--- src/rtl/microwave_ctrl_pkg.sv ---
// Shared definitions for the microwave front-end controller.
// Holds the FSM state encoding, the BCD entry limits and the key
// acceptance helper used by the controller.
package microwave_ctrl_pkg;

   typedef enum logic [2:0] {
      S_IDLE   = 3'd0,
      S_ENTRY  = 3'd1,
      S_COOK   = 3'd2,
      S_PAUSED = 3'd3,
      S_DONE   = 3'd4
   } state_t;

   localparam logic [3:0] DIGIT_MAX = 4'd9;
   localparam logic [3:0] TENS_MAX  = 4'd5;

   // A digit may be shifted in only if it is BCD and the digit it pushes
   // into the seconds-tens position stays a legal tens value.
   function automatic logic key_ok(input logic [3:0] digit, input logic [3:0] so);
      return (digit <= DIGIT_MAX) && (so <= TENS_MAX);
   endfunction

endpackage

--- src/rtl/microwave_ctrl_tick.sv ---
// One-second strobe generator for the countdown timer.
// Ports:
//   clk  - system clock
//   rst  - asynchronous active-high reset
//   sclr - synchronous restart of the divider (a fresh cook)
//   run  - count this cycle; when low the divider value is held
//   tick - one-cycle strobe, registered, every TICK_DIV running cycles
module microwave_ctrl_tick #(
   parameter int TICK_DIV = 10
) (
   input  logic clk,
   input  logic rst,
   input  logic sclr,
   input  logic run,
   output logic tick
);

   localparam int CW = (TICK_DIV > 2) ? $clog2(TICK_DIV) : 1;
   localparam logic [CW-1:0] TC_LOAD = CW'(TICK_DIV - 1);

   logic [CW-1:0] cnt;

   // Down-counter: reload value gives TICK_DIV running cycles between
   // strobes, with the strobe issued on the terminal-count edge.
   always_ff @(posedge clk or posedge rst) begin
      if (rst) begin
         cnt  <= TC_LOAD;
         tick <= 1'b0;
      end else if (sclr) begin
         cnt  <= TC_LOAD;
         tick <= 1'b0;
      end else if (run) begin
         if (cnt == '0) begin
            cnt  <= TC_LOAD;
            tick <= 1'b1;
         end else begin
            cnt  <= cnt - 1'b1;
            tick <= 1'b0;
         end
      end else begin
         tick <= 1'b0;
      end
   end

endmodule

--- src/rtl/microwave_ctrl.sv ---
// Microwave front-end controller: keypad entry, timer load/strobe/clear
// sequencing, magnetron gating and end-of-cook indication.
// Ports:
//   clk, clear          - system clock, asynchronous active-high reset
//   key_valid/key_digit - keypad strobe and BCD digit
//   start, stop         - level requests sampled every cycle
//   door_closed         - 1 when the door is shut
//   tim_zero            - countdown timer reached 0:00
//   dig_min/st/so       - parallel load data for the timer
//   tim_load/enable     - one-cycle load pulse and countdown strobe
//   tim_clearn          - active-low timer clear
//   mag_on, done, state - magnetron drive, finished flag, debug state
//
// state  | meaning
// IDLE   | no time entered, waiting for keys
// ENTRY  | digits being entered, waiting for start
// COOK   | magnetron on, timer counting down
// PAUSED | cook suspended by stop or door, divider held
// DONE   | timer reached zero, waiting for acknowledge
module microwave_ctrl
   import microwave_ctrl_pkg::*;
#(
   parameter int TICK_DIV = 10
) (
   input  logic       clk,
   input  logic       clear,
   input  logic       key_valid,
   input  logic [3:0] key_digit,
   input  logic       start,
   input  logic       stop,
   input  logic       door_closed,
   input  logic       tim_zero,
   output logic [3:0] dig_so,
   output logic [3:0] dig_st,
   output logic [3:0] dig_min,
   output logic       tim_load,
   output logic       tim_enable,
   output logic       tim_clearn,
   output logic       mag_on,
   output logic       done,
   output logic [2:0] state
);

   state_t cur;
   logic   key_acc;
   logic   time_set;
   logic   cook_go;
   logic   zero_seen;
   logic   cook_run;

   assign key_acc  = key_valid && key_ok(key_digit, dig_so);
   assign time_set = ({dig_min, dig_st, dig_so} != 12'd0);
   assign cook_go  = (cur == S_ENTRY) && !stop && door_closed && start && time_set;
   // The timer still holds its previous count while tim_load is high.
   assign zero_seen = tim_zero && !tim_load;
   assign cook_run  = (cur == S_COOK) && !zero_seen && !stop && door_closed;
   assign state     = cur;

   microwave_ctrl_tick #(.TICK_DIV(TICK_DIV)) u_tick (
      .clk  (clk),
      .rst  (clear),
      .sclr (cook_go),
      .run  (cook_run),
      .tick (tim_enable)
   );

   always_ff @(posedge clk or posedge clear) begin
      if (clear) begin
         cur        <= S_IDLE;
         dig_so     <= 4'd0;
         dig_st     <= 4'd0;
         dig_min    <= 4'd0;
         tim_load   <= 1'b0;
         tim_clearn <= 1'b0;
         mag_on     <= 1'b0;
         done       <= 1'b0;
      end else begin
         tim_load   <= 1'b0;
         tim_clearn <= 1'b1;
         case (cur)
            S_IDLE: begin
               if (!stop && key_acc) begin
                  dig_min <= dig_st;
                  dig_st  <= dig_so;
                  dig_so  <= key_digit;
                  cur     <= S_ENTRY;
               end
            end
            S_ENTRY: begin
               if (stop) begin
                  dig_min <= 4'd0;
                  dig_st  <= 4'd0;
                  dig_so  <= 4'd0;
                  cur     <= S_IDLE;
               end else if (cook_go) begin
                  tim_load <= 1'b1;
                  mag_on   <= 1'b1;
                  cur      <= S_COOK;
               end else if (key_acc) begin
                  dig_min <= dig_st;
                  dig_st  <= dig_so;
                  dig_so  <= key_digit;
               end
            end
            S_COOK: begin
               // Zero outranks stop: the cook is already over.
               if (zero_seen) begin
                  mag_on <= 1'b0;
                  done   <= 1'b1;
                  cur    <= S_DONE;
               end else if (stop || !door_closed) begin
                  mag_on <= 1'b0;
                  cur    <= S_PAUSED;
               end else begin
                  mag_on <= 1'b1;
               end
            end
            S_PAUSED: begin
               if (stop) begin
                  tim_clearn <= 1'b0;
                  dig_min    <= 4'd0;
                  dig_st     <= 4'd0;
                  dig_so     <= 4'd0;
                  cur        <= S_IDLE;
               end else if (door_closed && start) begin
                  mag_on <= 1'b1;
                  cur    <= S_COOK;
               end
            end
            S_DONE: begin
               if (stop || key_valid) begin
                  tim_clearn <= 1'b0;
                  dig_min    <= 4'd0;
                  dig_st     <= 4'd0;
                  dig_so     <= 4'd0;
                  done       <= 1'b0;
                  cur        <= S_IDLE;
               end
            end
            default: begin
               mag_on <= 1'b0;
               done   <= 1'b0;
               cur    <= S_IDLE;
            end
         endcase
      end
   end

endmodule

--- config.mk ---
export PLATFORM = sky130hd
export DESIGN_NAME = microwave_ctrl
export DESIGN_NICKNAME = d
export VERILOG_FILES = /design/src/rtl/microwave_ctrl_pkg.sv /design/src/rtl/microwave_ctrl_tick.sv /design/src/rtl/microwave_ctrl.sv
export SDC_FILE = /design/constraint.sdc
export NUM_CORES = 1
export LEC_CHECK = 0
export CAP_MARGIN = 10
export CORE_MARGIN = 2
export CORE_UTILIZATION = 51
export CTS_BUF_LIST = sky130_fd_sc_hd__clkbuf_4 sky130_fd_sc_hd__clkbuf_8
export DETAILED_ROUTE_END_ITERATION = 16
export GPL_TIMING_DRIVEN = 0
export PLACE_DENSITY = 0.82
export REMOVE_ABC_BUFFERS = 1
export SYNTH_ARGS = -nofsm -noshare
export SYNTH_HDL_FRONTEND = slang
export SYNTH_SLANG_ARGS = --single-unit
--- constraint.sdc ---
create_clock -name clk -period 2.47 [get_ports clk]
set_input_delay 0.6175 -clock clk [delete_from_list [all_inputs] [get_ports clk]]
set_output_delay 0.6175 -clock clk [all_outputs]
set_load 0.02 [all_outputs]
---- After elaboration in Yosys (flattened, before gate mapping) ----
Index checks and enable logic that the tools add are counted.
W data, S select, Z words.
word-level totals
  bits in registers ....................... 24
  output and inout port bits .............. 20
operators by class
  add/sub/neg operators ................... 1
  mux-type cells .......................... 48
  $lt $le $gt $ge ......................... 2
  equality and inequality tests ........... 17
  reductions and logical operators ........ 29
  bitwise gates (word level) .............. 2
operators by type and width
  operator               number
  $mux W4                17
  $pmux W4 S4            3
  $mux W3                8
  $mux W1                16
  $ne A2 B2 Y1 const B   8
  $pmux W3 S5            1
  $logic_and A1 B1 Y1    12
  $ne A3 B3 Y1 const B   4
  $reduce_bool A12 Y1    1
  $reduce_and A5 Y1      2
  $eq A3 B2 Y1 const B   2
  $reduce_and A6 Y1      1
  $le A4 B3 Y1 const B   1
  $le A4 B4 Y1 const B   1
  $logic_not A1 Y1       4
  $logic_not A4 Y1       1
  $pmux W1 S4            1
  $reduce_bool A4 Y1     1
  $sub A4 B1 Y4 const B  1
  $eq A3 B1 Y1 const B   1
  $eq A3 B3 Y1 const B   1
  $logic_not A3 Y1       1
  $ne A3 B2 Y1 const B   1
  $pmux W1 S3            1
  7 further kinds        9

---- Logic depth before layout (Yosys ltp) ----
Gate-level depths: netlist (run 1).
  depth after elaboration ................. 8
  depth in mapped cells ................... 7

---- Hierarchy ----
Synthesis (run 1) repeated with hierarchy kept, for this count alone.
unflattened totals
  cell total of the unflattened synthesis .. 137
  area total of the unflattened synthesis .. 1286.2 µm²
modules (own cells, without submodules)
  module               instances  area each (µm²)  cells an instance
  microwave_ctrl       1          1004.7           110
  microwave_ctrl_tick  1          281.5            27

---- Worst setup path before layout (run 1) ----
Ideal clock, no wire load.
  path type ............................... input-to-reg
  from .................................... input port stop
  to ...................................... register dig_min[0]
  data arrival time ....................... 1.998 ns
  path slack .............................. 0.348 ns
  data required time ...................... 2.346 ns
  setup time .............................. 0.124 ns
  stages on the path ...................... 7
  cells stage by stage .................... buf_6 or4b_4 a311o_1 clkinv_2 a31oi_2 buf_6 mux2i_1
on the way
  word-level cells in the longest chain between the ends .. 7
  elaborated cells between the ends (all ways) .. 15
RTL lines
  item                                RTL line                                    RTL
  start: declaration                  microwave_ctrl.sv:30                        input logic stop,
  $logic_not A1 Y1                    microwave_ctrl.sv:53, microwave_ctrl.sv:82
  $logic_and A1 B1 Y1 (4 in a row)    microwave_ctrl.sv:53                        assign cook_go = (cur == S_ENTRY) && !stop && door_closed && start && time_set;
  $ne A3 B3 Y1 (no source line)       n/a
  $reduce_and A6 Y1 (no source line)  n/a
  end signal: assignment              microwave_ctrl.sv:83                        dig_min <= dig_st;
  end signal: assignment              microwave_ctrl.sv:100                       dig_min <= dig_st;
  end: declaration                    microwave_ctrl.sv:35                        output logic [3:0] dig_min,
Parallel ways exist; a longest one is shown, timed or not.
A chain may end at the register's enable or synchronous reset.

---- Final worst setup path (run 1) ----
  from .................................... input port stop
  to ...................................... register dig_so[2]
on the way
  word-level cells in the longest chain between the ends .. 7
  elaborated cells between the ends (all ways) .. 15
RTL lines
  item                                RTL line                                    RTL
  $logic_not A1 Y1                    microwave_ctrl.sv:53, microwave_ctrl.sv:82
  $logic_and A1 B1 Y1 (4 in a row)    microwave_ctrl.sv:53
  $ne A3 B3 Y1 (no source line)       n/a
  $reduce_and A6 Y1 (no source line)  n/a
  end signal: assignment              microwave_ctrl.sv:85                        dig_so <= key_digit;
  end signal: assignment              microwave_ctrl.sv:102                       dig_so <= key_digit;
  end: declaration                    microwave_ctrl.sv:33                        output logic [3:0] dig_so,
Parallel ways exist; a longest one is shown, timed or not.

==> run metrics, run 1 <==
status complete, no violations; largest net degree at the start of global routing 25; nature of the critical path endpoint register; Layout Nets ~180; Final GP Congestion between 0.7 and 0.8; met2 wire length ~1400 µm; Worst slew margin 39.6%; first-pass GRT wire length 4410 µm; Yosys top cell by area dfrtp_1; Fillers ~200; grt total ovfl 0; type of the worst setup path in -> reg; Synth area leaders dfrtp_1, mux2i_1, inv_1; Final Core Density 67.4%; Max IR drop VDD roughly 770 µV; Synth Area per Inst 9.43 µm²; Critical Path Source Type input port; Metal-1 WL between 1000 and 1500 µm; Core Area about 0.0024 mm²; CP arrival roughly 2600 ps; Root Buffer clkbuf_4; port bufs 30; LEAKAGE approximately 0.00072 µW; chip height 54.0 µm; worst skew pair latency 310 ps; Layout Cells excl Fill approximately 190; Cells after Synth about 140; Inserted Diodes 0; fmax around 420 MHz; FP Rows 18; vias in the first global route approximately 1000; clk sinks 24; sequential area share after synthesis a little under half; CTS buffer count 3; Fin Hold WS 565 ps; synthesis warning total 0; # setup viols final 0; Fin Clk Skew ~17 ps; dpl cell area 0.00157 mm²; Vias 1101; layout cells sized above 1 roughly 7.3%; Pins Over Slew Limit 0; post-synth top area share between 40% and 50%; total track usage 21.0%; max-cap viol count 0; hold crit path type reg -> reg; Final period util 96.5%; top_reg_cell synth dfrtp_1; Mapped Area about 0.0013 mm²; area of the multi-input gates approximately 580 µm²; Worst-path clk slew about 140 ps; area grow syn2layout 27.6%; Worst Path Max Fanout 10; number of distinct library cells after synthesis 39; Least-Margin Pin Slew between 900 and 1000 ps; Final Hold Viols 0; initial antenna violation count 0; Initial DRC Count 26; die width around 54 µm; Finished Cell Area about 0.0016 mm²; Synth top cells by count dfrtp_1, inv_1, nand2_1, mux2i_1, nor2_1; dpl cells ~190; Post-synth ARST share 100%; metal3 WL ~140 µm; CTS tree yes; DRC errors left 0; Ports 31; Worst Path Required approximately 2700 ps; fin crit period between 2000 and 2500 ps; TNS Setup 0 ps; combined flip-flop and latch cell area just over 600 µm²; htree depth 1; die footprint around 0.0029 mm²; Pre-Repair DR Iteration Count 5; CTS Buffer Depth 2; drt via density 5.68; Seq cells post-synth 24; PwrDens between 1000 and 1500 mW/mm²; DRT Wirelength 2850 µm; most frequent cell after synthesis dfrtp_1; Initial Utilization between 50% and 60%; average wire per cell in the routed design around 15 µm; Final HPWL DP ~2000 µm; Top Metal Used met4; ANT nets after route 0; EDFF count, synth 0; hold-fix buffers at CTS 0
## state kept, by name, indices dropped and copies added (netlist names)
name and cells:
done 1, dig_so 4, u_tick.cnt 4, dig_st 4
u_tick.tick 1, mag_on 1, state 3, tim_load 1
dig_min 4, tim_clearn 1
## report_power, final
group	internal [µW]	switching, µW	leakage (µW)
logic	411	430	0.000410
registers	540	174	0.000297
clock network	73.9	117	0.0000184
total	1020	721	0.000725
## through the flow
step	total power [µW]	setup WS [ps]
after CTS	1740	82.9
after floorplan	1190	355
final	1750	86.2
after global routing	1860	-0.859
after global placement	1510	-451
after detailed placement	1540	-483
## placed cells by master (no fill, tap or decap), drive strengths merged, types with 2 or more instances in the layout
master	instances
a21oi	3
a31oi	5
clkbuf	4
clkdlybuf4s50	30
dfrtp	22
dfstp	2
inv	17
mux2i	12
nand2	17
nand2b	2
nand3b	3
nand4	2
nor2	9
nor2b	4
nor3	3
nor4	3
o21a	2
o21ai	3
o22ai	3
## worst paths after layout
check,end,depth (start not counted),slack [ps],from
max,dig_so[2],6,90,stop
min,dig_st[0],2,560,dig_so[0]
max reg2reg,dig_so[2],5,290,dig_so[2]
min reg2reg,dig_st[0],2,560,dig_so[0]
max in group asynchronous,u_tick.cnt[2],2,1130,clear
min in group asynchronous,dig_st[0],2,780,clear
## cell type report
class	instances	share of cell area (%)
flip-flops and latches	24	37.1
multi-input cells	88	36.0
repair buffers	30	18.5
inverters	18	4.24
well taps	30	2.31
clock buffers	4	1.85
## critical path: stages
cell and delay, ps:
clkdlybuf4s50_1 570, or4b_4 550, a311o_1 420, clkinv_2 130, a31oi_2 100, mux2i_1 190
## what timing repair did
action / in CTS / in global routing
resized for setup: 1 / 0
setup endpoints to repair: 12 / 5
buffers inserted: 0 / 0
gates cloned: 0 / 1
## routing by layer
layer  up-vias  track usage, %
li1        531               -
met1       538            27.0
met2        30            36.8
met3         2            2.50
met4         0            6.41
met5         -               0
## cells by family (layout without fill, tap and decap cells)
group | count (synthesis) | after routing | share of synthesized area [%]
simple gates | 48 | 48 | 19.3
compound gates | 26 | 27 | 14.6
flops | 24 | 24 | 47.4
buf+inv | 24 | 52 | 8.36
mux | 12 | 12 | 9.44
fa+ha+maj | 1 | 1 | 0.983
Note: power is estimated with default switching activity, not from simulation.
==> inputs of run 2 (changes only) <==
--- a/config.mk
+++ b/config.mk
@@ -15,4 +15,5 @@
 export REMOVE_ABC_BUFFERS = 1
 export SYNTH_ARGS = -nofsm -noshare
 export SYNTH_HDL_FRONTEND = slang
+export SYNTH_HIERARCHICAL = 1
 export SYNTH_SLANG_ARGS = --single-unit
==> run 2 against run 1 <==
Utilization is 0.40 points higher; worst hold slack worse by 50 ps; cell area is 1.5% higher.
==> run metrics, run 2 <==
PwrDens 1140 mW/mm² (+5.8%); RSZ-0062 raised after global routing no; Root Buffer clkbuf_4; Initial DRC Count 19 (-27%); Worst Path Required 1850 ps (-820 ps); status complete, no violations; fin crit period 2260 ps (-119 ps); EDFF count, synth 0 (unchanged); CTS buffer count 3 (unchanged); fmax 442 MHz (+5.3%); htree depth 1 (unchanged); CP arrival 1650 ps (-930 ps); Synth Area in Adders 1.95% (+0.96 points); hold-fix buffers at CTS 0 (unchanged); DRC errors left 0 (unchanged); dpl cell area 0.00160 mm² (+1.5%); Worst Path Max Fanout 16 (+6); Pre-Repair DR Iteration Count 4 (-1); number of distinct library cells after synthesis 38 (-2.6%); Final Hold Viols 0 (unchanged); Yosys top cell by area dfrtp_1; Critical Path Source Type register; sequential area share after synthesis 46.9% (-0.51 points); Inserted Diodes 0 (unchanged); DRT Wirelength 2790 µm (-2.1%); critical path cell sequence clkdlybuf4s50_1; ANT nets after route 0 (unchanged); Layout Nets 180 (+1.7%); Cells after Synth 137 (+1.5%); worst skew pair latency 320 ps (about the same); die footprint 0.00294 mm² (+1.0%); largest net degree at the start of global routing 20 (-20%); post-CTS setup buffers 0 (unchanged); Core Area 0.00243 mm² (+0.93%); Synth Area per Inst 9.39 µm² (-0.39%); Fin Hold WS 515 ps (-49.8 ps); critical path's top delay family buffers and inverters; Worst slew margin 52.4% (+13 points); # setup viols final 0 (unchanged); Critical Path Source state[1]; Finished Cell Area 0.00165 mm² (+1.5%); Synth Area in XOR/XNOR 0% (unchanged); most frequent cell after synthesis dfrtp_1; area grow syn2layout 28.2%; Fillers 211 (+6.0%); Ports 31 (unchanged); CTS resizes 0 (-1); Seq cells post-synth 24 (unchanged); chip height 54.2 µm (+0.50%); Max stage delay cell, worst path clkdlybuf4s50_1; Synth top cells by count dfrtp_1, inv_1, nand2_1, mux2i_1, a21oi_1; first-pass GRT wire length 4390 µm (-0.48%); Max IR drop VDD 781 µV (+2.1%); commonest non-fill, non-tap cell in the layout clkdlybuf4s50_1; hold crit path type in -> async; post-synth top area share 42.8% (-0.46 points); drt via density 5.63 (-0.75%); Final HPWL DP 2130 µm (+8.2%); Pins Over Slew Limit 0 (unchanged); FP Rows 18 (unchanged); multiplexer area fraction after synthesis 8.56% (-0.88 points); type of the worst setup path reg -> out; top_reg_cell synth dfrtp_1; initial antenna violation count 0 (unchanged); clk sinks 24 (unchanged); Worst-path clk slew 130 ps (about the same); die width 54.2 µm (+0.50%); largest family of logic cells by synthesized area simple AND/OR/NAND/NOR gates; post-synthesis simple-gate area fraction 20.7% (+1.4 points); total track usage 21.1% (+0.049 points); max-cap viol count 0 (unchanged); Final period util 91.7% (-4.8 points); layout cells sized above 1 7.23% (-0.088 points); grt total ovfl 0 (unchanged); port bufs 30 (unchanged); Final GP Congestion 0.822 (+4.6%); Worst Path Buf+Inv 1 (-1); Fin Clk Skew 2.72 ps (-14.4 ps); CTS tree yes; Compound-Gate Fraction of Synth Area 14.2% (-0.35 points); average wire per cell in the routed design 14.2 µm (-3.1%); vias in the first global route 1031 (+3.2%); Synth area leaders dfrtp_1, mux2i_1, inv_1; Least-Margin Pin Slew 713 ps (-193 ps); CTS Buffer Depth 2 (unchanged); nature of the critical path endpoint output pin; Vias 1104 (+0.27%); LEAKAGE 0.000778 µW (+7.3%); Post-synth ARST share 100% (unchanged); Initial Utilization 52.9% (+0.077 points); Layout Cells excl Fill 196 (+1.0%); dpl cells 192 (+1.6%); most frequent cells in the layout clkdlybuf4s50_1, dfrtp_1, inv_1, nand2_1, mux2i_1; crit-path max cell delay 690 ps (+120 ps); worst reg2reg startpoint dig_so[0]; synthesis warning total 6 (+6); Mapped Area 0.00129 mm² (+1.1%)
## run 2: where the power goes
| group | switching (µW) | internal [µW] |
|---|---|---|
| sequential | 141 | 537 |
| combinational | 482 | 432 |
| clock | 120 | 164 |
| total | 743 | 1130 |
## run 2: area by class of cell
class / count / area [µm²] / area share, %
clock buffer: 3 / 22.5 / 1.37
clock inverter: 1 / 30.0 / 1.82
inverter: 19 / 71.3 / 4.32
multi-input combinational: 89 / 584 / 35.4
sequential: 24 / 603 / 36.6
tap: 30 / 37.5 / 2.28
timing repair buffer: 30 / 300 / 18.2
## run 2: final timing paths
| path | end | slack (ps) | depth (start not counted) |
|---|---|---|---|
| min in group clk | mag_on | 540 | 1 |
| hold reg to reg | mag_on | 540 | 1 |
| setup / recovery | state[1] | 210 | 1 |
| hold / removal | u_tick/cnt[2] | 520 | 2 |
| setup reg to reg | dig_st[3] | 480 | 5 |
| max in group asynchronous | dig_so[2] | 1290 | 2 |
## run 2: cells by family after synthesis
kind of cell | count (synthesis)
simple gates | 49
fa+ha+maj | 2
flops | 24
mux | 11
compound gates | 27
buf+inv | 24
## run 2: layer usage
metal  GRT usage (%)  up-vias  share of wire, %
li1                -      523                 -
met1            24.8      540                40
met2            37.8       36                54
met3            3.28        5               3.9
met4            9.17        0               1.9
met5               0        -                 0
## run 2: per-stage QoR
stage               setup slack, ps  util, %  power (µW)  TNS, ps
floorplan                       590        -        1240        0
global placement               10.5     65.6        1560        0
detailed placement            -68.1     65.6        1600    -68.1
CTS                             216     67.8        1890        0
global route                    147     67.8        1990        0
finish                          206     67.8        1880        0
